$ cat src/rtl/mem_req_bridge.sv
// rtl/mem_req_bridge.sv - request/grant front end that queues core accesses and issues them to storage_controller
// Classifies each access as SRAM or external QSPI at grant time and rejects what the controller cannot serve.
module mem_req_bridge #(
    parameter int          MEM_W      = 32,
    parameter int          MEM_SZ     = 262144,
    parameter logic [31:0] SRAM_LIMIT = 32'h0000_0FFF,
    parameter int          DEPTH      = 4
) (
    input  logic               clk,
    input  logic               rst,
    input  logic               prog_mode,
    input  logic               mem_req,
    output logic               mem_gnt,
    input  logic               mem_we,
    input  logic [MEM_W/8-1:0] mem_be,
    input  logic [31:0]        mem_addr,
    input  logic [MEM_W-1:0]   mem_wdata,
    output logic               mem_rvalid,
    output logic [MEM_W-1:0]   mem_rdata,
    output logic               mem_err,
    output logic               memory_access,
    output logic               memory_is_writing,
    output logic [31:0]        addr,
    output logic [31:0]        d_in,
    output logic [MEM_W/8-1:0] mem_be_o,
    output logic               external_storage_access,
    output logic               set_programming_mode,
    input  logic [31:0]        d_out,
    input  logic               out_valid
);

    localparam int          PTR_W    = $clog2(DEPTH);
    localparam logic [31:0] MEM_SZ_W = 32'(MEM_SZ);
    localparam logic [PTR_W:0] DEPTH_C = (PTR_W+1)'(DEPTH);

    localparam logic [1:0] S_IDLE  = 2'd0;
    localparam logic [1:0] S_ISSUE = 2'd1;
    localparam logic [1:0] S_RESP  = 2'd2;

    logic [1:0]         state;
    logic [PTR_W-1:0]   wr_ptr;
    logic [PTR_W-1:0]   rd_ptr;
    logic [PTR_W:0]     count;

    logic               fifo_we   [DEPTH];
    logic [MEM_W/8-1:0] fifo_be   [DEPTH];
    logic [31:0]        fifo_addr [DEPTH];
    logic [MEM_W-1:0]   fifo_wdata[DEPTH];
    logic               fifo_ext  [DEPTH];
    logic               fifo_err  [DEPTH];

    logic full;
    logic empty;
    logic push;
    logic pop;
    logic new_ext;
    logic new_err;

    assign full    = (count == DEPTH_C);
    assign empty   = (count == '0);
    assign mem_gnt = mem_req & ~full & ~prog_mode;
    assign push    = mem_req & mem_gnt;
    assign pop     = (state == S_IDLE) & ~empty;

    // External storage is read-only and bounded by MEM_SZ; misalignment is always rejected.
    assign new_ext = (mem_addr >= SRAM_LIMIT);
    assign new_err = (mem_addr[1:0] != 2'b00)
                   | (new_ext & mem_we)
                   | (new_ext & (mem_addr >= MEM_SZ_W));

    always_ff @(posedge clk) begin
        if (push) begin
            fifo_we[wr_ptr]    <= mem_we;
            fifo_be[wr_ptr]    <= mem_be;
            fifo_addr[wr_ptr]  <= mem_addr;
            fifo_wdata[wr_ptr] <= mem_wdata;
            fifo_ext[wr_ptr]   <= new_ext;
            fifo_err[wr_ptr]   <= new_err;
        end
    end

    always_ff @(posedge clk or negedge rst) begin
        if (!rst) begin
            wr_ptr <= '0;
            rd_ptr <= '0;
            count  <= '0;
        end else begin
            if (push) wr_ptr <= wr_ptr + 1'b1;
            if (pop)  rd_ptr <= rd_ptr + 1'b1;
            case ({push, pop})
                2'b10:   count <= count + 1'b1;
                2'b01:   count <= count - 1'b1;
                default: count <= count;
            endcase
        end
    end

    always_ff @(posedge clk or negedge rst) begin
        if (!rst) begin
            state                   <= S_IDLE;
            mem_rvalid              <= 1'b0;
            mem_rdata               <= '0;
            mem_err                 <= 1'b0;
            memory_access           <= 1'b0;
            memory_is_writing       <= 1'b0;
            addr                    <= '0;
            d_in                    <= '0;
            mem_be_o                <= '0;
            external_storage_access <= 1'b0;
            set_programming_mode    <= 1'b0;
        end else begin
            set_programming_mode <= prog_mode;
            case (state)
                S_IDLE: begin
                    if (!empty) begin
                        if (fifo_err[rd_ptr] || prog_mode) begin
                            mem_rvalid <= 1'b1;
                            mem_err    <= 1'b1;
                            mem_rdata  <= '0;
                            state      <= S_RESP;
                        end else begin
                            addr                    <= fifo_addr[rd_ptr];
                            d_in                    <= fifo_wdata[rd_ptr];
                            mem_be_o                <= fifo_be[rd_ptr];
                            memory_is_writing       <= fifo_we[rd_ptr];
                            external_storage_access <= fifo_ext[rd_ptr];
                            memory_access           <= 1'b1;
                            state                   <= S_ISSUE;
                        end
                    end
                end
                S_ISSUE: begin
                    // Programming mode aborts the in-flight access ahead of any completion.
                    if (prog_mode) begin
                        memory_access <= 1'b0;
                        mem_rvalid    <= 1'b1;
                        mem_err       <= 1'b1;
                        mem_rdata     <= '0;
                        state         <= S_RESP;
                    end else if (out_valid) begin
                        memory_access <= 1'b0;
                        mem_rvalid    <= 1'b1;
                        mem_err       <= 1'b0;
                        mem_rdata     <= memory_is_writing ? '0 : d_out;
                        state         <= S_RESP;
                    end
                end
                S_RESP: begin
                    mem_rvalid <= 1'b0;
                    mem_err    <= 1'b0;
                    mem_rdata  <= '0;
                    state      <= S_IDLE;
                end
                default: state <= S_IDLE;
            endcase
        end
    end

endmodule

$ cat config.mk
export PLATFORM = sky130hd
export DESIGN_NAME = mem_req_bridge
export DESIGN_NICKNAME = d
export VERILOG_FILES = /design/src/rtl/mem_req_bridge.sv
export SDC_FILE = /design/constraint.sdc
export NUM_CORES = 1
export LEC_CHECK = 0
export CAP_MARGIN = 40
export CORE_MARGIN = 8
export CORE_UTILIZATION = 30
export CTS_BUF_LIST = sky130_fd_sc_hd__clkbuf_8 sky130_fd_sc_hd__clkbuf_16
export DETAILED_ROUTE_END_ITERATION = 12
export SETUP_SLACK_MARGIN = 0.02
export SLEW_MARGIN = 20
export SYNTH_ARGS = -nofsm -noshare
export SYNTH_HDL_FRONTEND = slang
export SYNTH_SLANG_ARGS = --single-unit
export TNS_END_PERCENT = 10
$ cat constraint.sdc
create_clock -name clk -period 3 [get_ports clk]
set_input_delay 0.75 -clock clk [delete_from_list [all_inputs] [get_ports clk]]
set_output_delay 0.75 -clock clk [all_outputs]
set_load 0.05 [all_outputs]
After elaboration in Yosys (flattened, before gate mapping)
Memories as Yosys holds them, arrays and structs flattened. A register that Yosys moved wholly into a read port is not among the register bits.
Index checks and enable logic that the tools add are counted.

word-level totals
  flip-flop bits (word level) = 45
  word-level logic and storage cells = 84
  output and inout bits = 107
  input bits = 106
  bits in writable memories = 284
  memories = 6

cells by class
  bitwise logic cells = 12
  magnitude comparators = 2
  reduce and logical (&&, ||, !) cells = 16
  $add $sub $neg = 4
  multiplexer cells = 26
  equality and inequality tests = 9

memories
  memory      depth  width  read ports  clocked after Yosys merged registers in  write ports  line  RTL
  fifo_addr   4      32     1           1                                        1            47    logic [31:0] fifo_addr [DEPTH];
  fifo_wdata  4      32     1           1                                        1            48    logic [MEM_W-1:0] fifo_wdata[DEPTH];
  fifo_be     4      4      1           1                                        1            46    logic [MEM_W/8-1:0] fifo_be [DEPTH];
  fifo_err    4      1      1           0                                        1            50    logic fifo_err [DEPTH];
  fifo_ext    4      1      1           1                                        1            49    logic fifo_ext [DEPTH];
  fifo_we     4      1      1           1                                        1            45    logic fifo_we [DEPTH];

operator list
  operator                                                             number
  2-to-1 mux 32 bit                                                    5
  case mux 32 bit (3 select lines)                                     1
  greater-or-equal comparator 32 x 12 -> 1 bit, second input constant  1
  greater-or-equal comparator 32 x 19 -> 1 bit, second input constant  1
  2-to-1 mux 1 bit                                                     11
  2-to-1 mux 2 bit                                                     4
  AND reduction 4 bit                                                  2
  AND 1 bit                                                            6
  case mux 1 bit (3 select lines)                                      2
  case mux 3 bit (2 select lines)                                      1
  nonzero test 2 bit                                                   3
  logical NOT 1 bit                                                    5
  adder 2 x 1 -> 2 bit, second input constant                          2
  == test 2 x 1 -> 1 bit, second input constant                        2
  == test 2 bit, second input constant                                 2
  inequality test 2 bit, second input constant                         2
  inverter 1 bit                                                       4
  case mux 2 bit (2 select lines)                                      1
  adder 3 x 1 -> 3 bit, second input constant                          1
  == test 3 bit, second input constant                                 1
  logical NOT 3 bit                                                    1
  inequality test 3 bit, second input constant                         1
  AND reduction 3 bit                                                  1
  nonzero test 3 bit                                                   1
  7 further kinds                                                      8

Logic depth before layout (Yosys ltp)
Gate-level depths: netlist (run 1).

  depth in word-level cells = 7
  depth in mapped cells = 9
  gate-level depth less buffers = 9

Worst setup path before layout (run 1)
Ideal clock, no wire load.

  path type = in2reg
  from = input prog_mode
  to = memory fifo_addr[0][0] (enable)
  data required time = 2.563 ns
  stages on the path = 3
  path buffers = 1
  path slack = -1.177 ns
  data arrival time = 3.740 ns
  path through = clkbuf_1 a311oi_2 and2_1

on the way
  longest elaborated chain between the ends = 5

ends and longest elaborated chain
  item                                    line  RTL
  start, declared                         11    input logic prog_mode,
  inverter 1 bit                          61    assign mem_gnt = mem_req & ~full & ~prog_mode;
  AND 1 bit                               61
  via mem_gnt                             13    output logic mem_gnt,
  AND 1 bit                               62    assign push = mem_req & mem_gnt;
  2-to-1 mux 1 bit                        72    if (push) begin
  2-to-1 mux 1 bit (not written as such)  75    fifo_addr[wr_ptr] <= mem_addr;
  end, declared                           47

The timed path passes the listed nets, and every way through them passes these cells.

Worst setup path in the final report (run 1)
  from = register memory_is_writing (read register of fifo_we)
  to = output memory_is_writing

RTL lines
  item             line  RTL
  start, declared  22    output logic memory_is_writing,

No word-level cell between the ends.

==> results list, run 1 <==
* Clock skew: 0.0222 ns
- Combinational group share of total power: 0.343
* Switching component of the power: 6.67 mW
* Gpl congestion: 0.748
- Total clock sinks: 399
* Global route total overflow: 0
* Length in cells of the worst reg-to-reg path: 4
- For the pin with the worst max-slew slack, the measured transition is 0.660 ns.
- Before CTS, the worst setup slack after placement is 0.178 ns.
- The die covers 56500 um2.
- The floorplan has 81 rows.
- The multi-input combinational cells in the finished layout cover a total of 3160 um2.
- Worst path arrival time: 1.89 ns
- Reported leakage power: 6.80 nW
- Startpoint of the lowest-slack register-to-register path: rd_ptr[1]$_DFFE_PN0P_
* Max-slew headroom at the worst pin: 0.560
- Number of antenna cells inserted: 0
- In this run the power density over the cells is 1020 nW/um2.
* Die boundary height: 238 um
- Hold buffers post-CTS: 0
- Minimum setup slack in the final design: 0.355 ns
- In this run, post-CTS repair resized a total of 0 instances.
* Yosys reg bits: 399
- Starting Density: 0.303
- Avg WL per Cell: 20.9 um
- DRT iter0 DRCs: 329
- For this run, design rule violations remaining after detail routing come to 0.
- Worst EP required: 2.25 ns
- Fin. Hold Viols: 0
- For the worst-skew pair, the clock arrives at the later sink with an insertion delay of 0.56 ns.
* Number of instances in the synthesized netlist: 675
- Measured along the x axis, the die boundary spans 238 um.
* First-pass GRT wire length: 51600 um
- Sequential fraction of design power: 0.383
* Fill cell count: 4389
* Register area share after synthesis: 0.773
- Syn avg cell area: 21.9 um2
- For this run, the number of Yosys warnings is 0.
- Number of distinct library cell variants in the gate-level netlist after synthesis: 35
* Number of global-route vias before repair: 8166
* Largest net degree at the start of global routing: 75
* Clock tree from TritonCTS: yes
- Inserted Clock Buffers: 45
- Dividing the final minimum period by the clock period gives 0.882.
* Area of the core region: 48700 um2
* Crit Path Category: reg -> out
* Kind of start point of the critical path: register
- Final cell area excluding filler cells: 19400 um2
- Number of levels in the clock H-tree: 2
- Buffers placed on the I/O ports in this run total 212.
- The critical path starts at memory_is_writing$_DFFE_PN0P_.
* Setup-violating endpoint count in the final report: 0
* Layout-stage area growth over the synthesis result: 31.3%
- Count of buffers added by post-CTS timing repair for setup: 0
- The cell sitting at the root of the clock tree is a sky130_fd_sc_hd__clkbuf_16.
- STA classifies the critical path endpoint as a primary output.
* Min Hold Slack: 0.199 ns
- 213 I/O pins were placed.
- After routing, the total negative slack on setup checks comes to 0 ns.
* Status: finished, final reports clean
- Share of post-route cells with drive strength above 1: 0.243
- Crit path time final: 2.64 ns
- Reg-to-reg endpoint: addr[25]$_DFFE_PN0P_
- Vias/cell: 4.52
- The number of slew-limit violations in the final report came to 0.
* Synthesized netlist net count: 787
- Along the worst path, the maximum fanout reaches 3.
* Switching Share: 0.339
- Slowest cell delay on critical path: 0.88 ns
- Maximum VDD drop: 0.000713 V
* Category of cells accounting for the largest share of critical-path delay: buffers and inverters
- No sink is reached through more buffers than the 3 on the longest clock path.
- The internal power of the cells totals 13.0 mW.
- Share of power burned in the clock network: 0.274
- Slowest cell on the critical path: sky130_fd_sc_hd__clkdlybuf4s50_1
- Antenna violations before repair: 1
* Worst-case register-to-register setup slack: 0.66 ns
- After the last flow step, the layout net total stands at 1039.
* GRT Overall Usage: 0.121
* CP bufs+invs: 1
- The pre-antenna-repair detailed-routing pass consisted of 4 iterations.
* Maxcap violations: 0
- Total Routed Length: 34000 um
- Vias after detailed routing: 7357
* Min-delay worst type: in -> async
- Unrepaired setup endpoints after global routing: no
* Cell breakdown of the critical path: clkdlybuf4s50_1
- Summed over all nets, the half-perimeter wirelength after detailed placement is 20900 um.
- Clock slew seen by the registers of the worst setup and hold paths: 0.06 ns
* Maximum frequency from static timing analysis: 378 MHz
* Count of nets left with antenna violations after detail routing: 0
- Registers take 11400 um2.
- In this run the cell area measured after placement is 17900 um2.
- Syn Std Cell Area: 14800 um2
==> layout by cell type, fill, tap and decap left out, drive strengths merged, types with 3 or more instances in the layout <==
cell type,instances
dfrtp,115
mux2,70
clkdlybuf4s50,210
ha,5
bufinv,4
edfxtp,284
nand2,5
and2,4
or4,4
clkbuf,49
nor2,6
nand2b,3
clkinv,15
nand4,3
buf,25
nor3,4
nor4,3
mux2i,3
a22o,32
xnor2,4
mux4,71
inv,26
==> per-layer routing <==
metal  track usage  part of all wire  up-vias
met5             0           0.00026        -
li1              -                 -     3263
met4        0.0356             0.020        2
met1         0.151              0.43     3837
met2         0.202              0.48      208
met3        0.0336             0.065       47
==> cell type report <==
| class | instances | area share |
|---|---|---|
| Sequential cell | 399 | 0.589 |
| Multi-Input combinational cell | 235 | 0.163 |
| Timing Repair Buffer | 235 | 0.126 |
| Inverter | 11 | 0.00213 |
| Clock buffer | 49 | 0.0621 |
| Tap cell | 664 | 0.0429 |
| Clock inverter | 35 | 0.0143 |
==> flip-flops by register name, indices dropped and copies added, names as in the netlist <==
| name | flops |
|---|---|
| mem_rvalid | 1 |
| d_in | 32 |
| external_storage_access | 1 |
| fifo_ext | 4 |
| mem_err | 1 |
| state | 2 |
| mem_rdata | 32 |
| fifo_be | 16 |
| set_programming_mode | 1 |
| wr_ptr | 2 |
| addr | 32 |
| mem_be_o | 4 |
| rd_ptr | 2 |
| fifo_err | 4 |
| memory_is_writing | 1 |
| fifo_we | 4 |
| fifo_wdata | 128 |
| memory_access | 1 |
| count | 3 |
| fifo_addr | 128 |
==> worst max path at each step <==
stage | endpoint | depth (start not counted) | slack, ns
floorplan | fifo_addr[0][0]$_DFFE_PP_ | 3 | 0.18
global placement | fifo_addr[1][3]$_DFFE_PP_ | 6 | 0.12
detailed placement | fifo_addr[1][8]$_DFFE_PP_ | 6 | 0.18
CTS | memory_is_writing | 1 | 0.28
global route | memory_is_writing | 1 | 0.28
finish | memory_is_writing | 1 | 0.36
==> Yosys cell counts, drive strengths merged <==
cell / instances / area, um2
nor2: 6 / 22.5
o21ai: 2 / 10.0
nor4: 3 / 18.8
mux4: 71 / 1600
nand3: 2 / 10.0
a22o: 32 / 280
or3: 1 / 6.26
a21o: 2 / 15.0
dfrtp: 115 / 2880
o31ai: 1 / 7.51
mux2i: 3 / 30.0
a21oi: 1 / 5.00
clkbuf: 10 / 37.5
o2111ai: 2 / 17.5
edfxtp: 284 / 8530
nand2: 5 / 18.8
nor3: 4 / 31.3
buf: 20 / 141
a311oi: 1 / 15.0
xor2: 2 / 17.5
xnor2: 4 / 35.0
a32oi: 1 / 8.76
nand2b: 3 / 18.8
fa: 1 / 20.0
ha: 5 / 62.6
a211oi: 2 / 15.0
inv: 11 / 41.3
mux2: 70 / 788
nand4: 3 / 18.8
and2: 4 / 25.0
or4: 4 / 30.0
==> through the flow <==
| stage | cells | utilization | total power [mW] |
|---|---|---|---|
| after floorplan | 675 | - | 12.2 |
| after global placement | 1544 | 0.367 | 14.5 |
| after detailed placement | 1544 | 0.367 | 14.6 |
| after CTS | 1628 | 0.397 | 20.1 |
| after global routing | 1628 | 0.397 | 20.7 |
| final | 1628 | 0.397 | 19.7 |
==> power groups by stage <==
stage	registers (mW)	clock network, mW	logic [mW]
after global routing	7.67	5.78	7.20
after CTS	7.58	5.57	6.95
after floorplan	9.29	0	2.88
after global placement	7.65	0	6.88
after detailed placement	7.68	0	6.93
final	7.55	5.40	6.75
==> cell families after synthesis <==
family | synth area share
xor+xnor | 0.00356
flops | 0.773
compound gates | 0.0254
fa+ha+maj | 0.00560
simple gates | 0.0136
mux | 0.164
buf+inv | 0.0149
Note: power is estimated with default switching activity, not from simulation.
==> run 2: changes to the inputs <==
SLEW_MARGIN = 5   (was 20)
==> results of run 2 <==
The final DEF is identical to that of run 1; final timing and power are the same.
==> run 3: changes to the inputs <==
SETUP_SLACK_MARGIN = 0.5   (was 0.02)
==> results list, run 3 (synthesized netlist as in run 1, its figures left out) <==
- The run finished with clean final reports.
- Antenna violations before repair: 3 (+2)
* Leading cell types in the layout, fill and taps excluded: sky130_fd_sc_hd__edfxtp_1, sky130_fd_sc_hd__clkdlybuf4s50_1, sky130_fd_sc_hd__dfrtp_1
- GR Util met1: 0.160 (+0.00842)
- Final Slew Violations: 0 (unchanged)
* Unrepaired setup endpoints after global routing: yes
- Cell area power density: 1010 nW/um2 (-0.54%)
- The number of clock buffers inserted by TritonCTS came to 45 (unchanged).
* Reported leakage power: 6.95 nW (+2.1%)
- The number of levels the H-tree was split into was 2 (unchanged).
- DRT iter0 DRCs: 368 (+12%)
* Critical path endpoint category: primary output
* Final net count: 1047 (+0.77%)
- The number of sinks driven by the clock tree is 399 (unchanged).
- The number of vias after detailed routing came to 7417 (+0.82%).
- Largest net degree at the start of global routing: 75 (unchanged)
- The number of hold violations in the final report came to 0 (unchanged).
- Share of the clock period used by the worst path: 0.861 (-0.0210)
* Vias/cell: 4.54 (+0.38%)
- The critical path data arrival time is 1.83 ns (-0.06 ns).
- Maximum VDD drop: 0.000578 V (-19%)
- Count of nets left with antenna violations after detail routing: 0 (unchanged)
- Slowest cell on the critical path: sky130_fd_sc_hd__clkdlybuf4s50_1
- The via count of the first global-routing pass came to 8035 (-1.6%).
- The final number of setup-violating endpoints came to 0 (unchanged).
* Min Hold Slack: 0.183 ns (-0.0164 ns)
* Die boundary height: 238 um (unchanged)
* Total Routed Length: 34000 um (about the same)
- Die W: 238 um (unchanged)
- The number of buffers inserted for hold repair after clock tree synthesis came to 0 (unchanged).
* Category of cells accounting for the largest share of critical-path delay: buffers and inverters
- The number of primary I/O pins was 213 (unchanged).
- Layout-stage area growth over the synthesis result: 32.3%
- Max-slew headroom at the worst pin: 0.546 (-0.0142)
* CP bufs+invs: 4 (+3)
- Measured slew at the worst slew-check pin: 0.681 ns (+0.0213 ns)
- The all-layer global routing usage was 0.121 (+0.000581).
- Avg WL per Cell: 20.8 um (-0.45%)
- Maximum frequency from static timing analysis: 387 MHz (+2.4%)
* Crit Path Category: in -> out
* Slowest cell delay on critical path: 0.45 ns (-0.43 ns)
- Row count: 81 (unchanged)
* Number of remaining DRC errors: 0 (unchanged)
* First-pass GRT wire length: 51700 um (+0.17%)
- Maxcap violations: 0 (unchanged)
- Kind of start point of the critical path: input port
- The worst-path maximum fanout is 3 (unchanged).
* Area of the core region: 48700 um2 (unchanged)
- Library cell used as clock root buffer: sky130_fd_sc_hd__clkbuf_16
- Clock skew: 0.0165 ns (-0.00568 ns)
- Number of antenna cells inserted: 0 (unchanged)
* Min-delay worst type: in -> async
* Final setup TNS: 0 ns (unchanged)
- Die area: 56500 um2 (unchanged)
- Registers with the most flip-flops: fifo_addr (128), fifo_wdata (128)
- The met2 capacity usage during global routing came to 0.193 (-0.00917).
- The starting utilization of the core area came to 0.303 (unchanged).
- In this run the most used layer during global routing was met2.
- Crit path time final: 2.58 ns (-0.0631 ns)
* Max Root-Sink Buffers: 3 (unchanged)
- Traced cell by cell, the critical path runs through clkdlybuf4s50_1 -> inv_1 -> a311oi_4 -> buf_6 -> buf_12.
- TritonCTS built the clock tree.
* Global route total overflow: 0 (unchanged)
- The layout cell share with drive strength beyond 1 is 0.250 (+0.00752).
- The number of input and output port buffers inserted is 212 (unchanged).
- The HPWL after detailed placement was 21200 um (+1.4%).
* Clock slew seen by the registers of the worst setup and hold paths: 0.05 ns (about the same)
* Worst EP required: 2.25 ns (about the same)
- The clock latency at the later pin of the worst-skew pair was 0.56 ns (about the same).
- The global routing usage on met3 came to 0.0330 (-0.000579).
- The number of iterations in the first detailed-routing pass came to 4 (unchanged).
- Leaving out fill and tap cells, the most frequent cell in the layout is sky130_fd_sc_hd__edfxtp_1.
- The count of fill cells added during filler insertion was 4373 (-0.36%).
* Gpl congestion: 0.723 (-3.4%)
==> run 3: changes by cell type in the layout (fill, tap and decap cells not counted), sizes merged <==
cell,change
clkdlybuf4s50,-17
dlygate4sd2,+9
buf,+8
dlymetal6s2s,+8
clkbuf,+2
inv,-2
clkinvlp,-1
==> run 3: routing by layer <==
metal	up-vias	wire length, um
met5	-	27
met4	4	739
met3	55	2260
met2	207	15900
met1	3871	15100
li1	3280	-
==> run 3: path summary, 6_finish.rpt <==
path	start	end	slack [ns]	cells past startpoint
hold / removal	rst	addr[0]$_DFFE_PN0P_	0.18	1
max in group asynchronous	rst	addr[21]$_DFFE_PN0P_	2.11	2
setup / recovery	mem_req	mem_gnt	0.42	5
setup reg to reg	rd_ptr[1]$_DFFE_PN0P_	mem_rdata[28]$_DFFE_PN0P_	0.82	6
hold reg to reg	mem_err$_DFFE_PN0P_	mem_err$_DFFE_PN0P_	0.48	1
min in group clk	mem_err$_DFFE_PN0P_	mem_err$_DFFE_PN0P_	0.48	1
==> run 3: area by class of cell <==
| cell class | count | area, um2 | share of cell area |
|---|---|---|---|
| inverters | 11 | 41.3 | 0.00212 |
| clock buffers | 51 | 1230 | 0.0631 |
| repair buffers | 243 | 2580 | 0.132 |
| well taps | 664 | 831 | 0.0426 |
| clock inverters | 32 | 258 | 0.0132 |
| flip-flops and latches | 399 | 11400 | 0.585 |
| multi-input cells | 235 | 3160 | 0.162 |
==> run 3: worst register-to-register path, delay by kind of cell, from the launching register on <==
kind            cells  cell delay [ns]
buf+inv             2             0.79
compound gates      3             0.58
flops               1             0.43
mux                 1             0.31
==> run 3: stage by stage <==
stage	power [mW]	instances	instance area, um2	utilization	setup slack, ns
after floorplan	12.2	675	14800	-	0.225
after global placement	14.5	1550	18000	0.369	0.0811
after detailed placement	14.6	1550	18000	0.369	0.104
after CTS	20.2	1633	19500	0.400	0.371
after global routing	20.7	1635	19500	0.400	0.393
final	19.7	1635	19500	0.400	0.418
==> run 3: repair_timing <==
item,CTS,global route
resized for setup,10,8
endpoints found under the setup margin,97,96
buffers inserted,0,2
hold endpoints to repair,0,0
==> run 3: report_power, final <==
part           internal [mW]  switching [mW]  total [mW]
Combinational           2.82            4.02        6.85
Clock                   3.28            2.17        5.46
Sequential              6.98           0.471        7.45
Total                   13.1            6.67        19.7
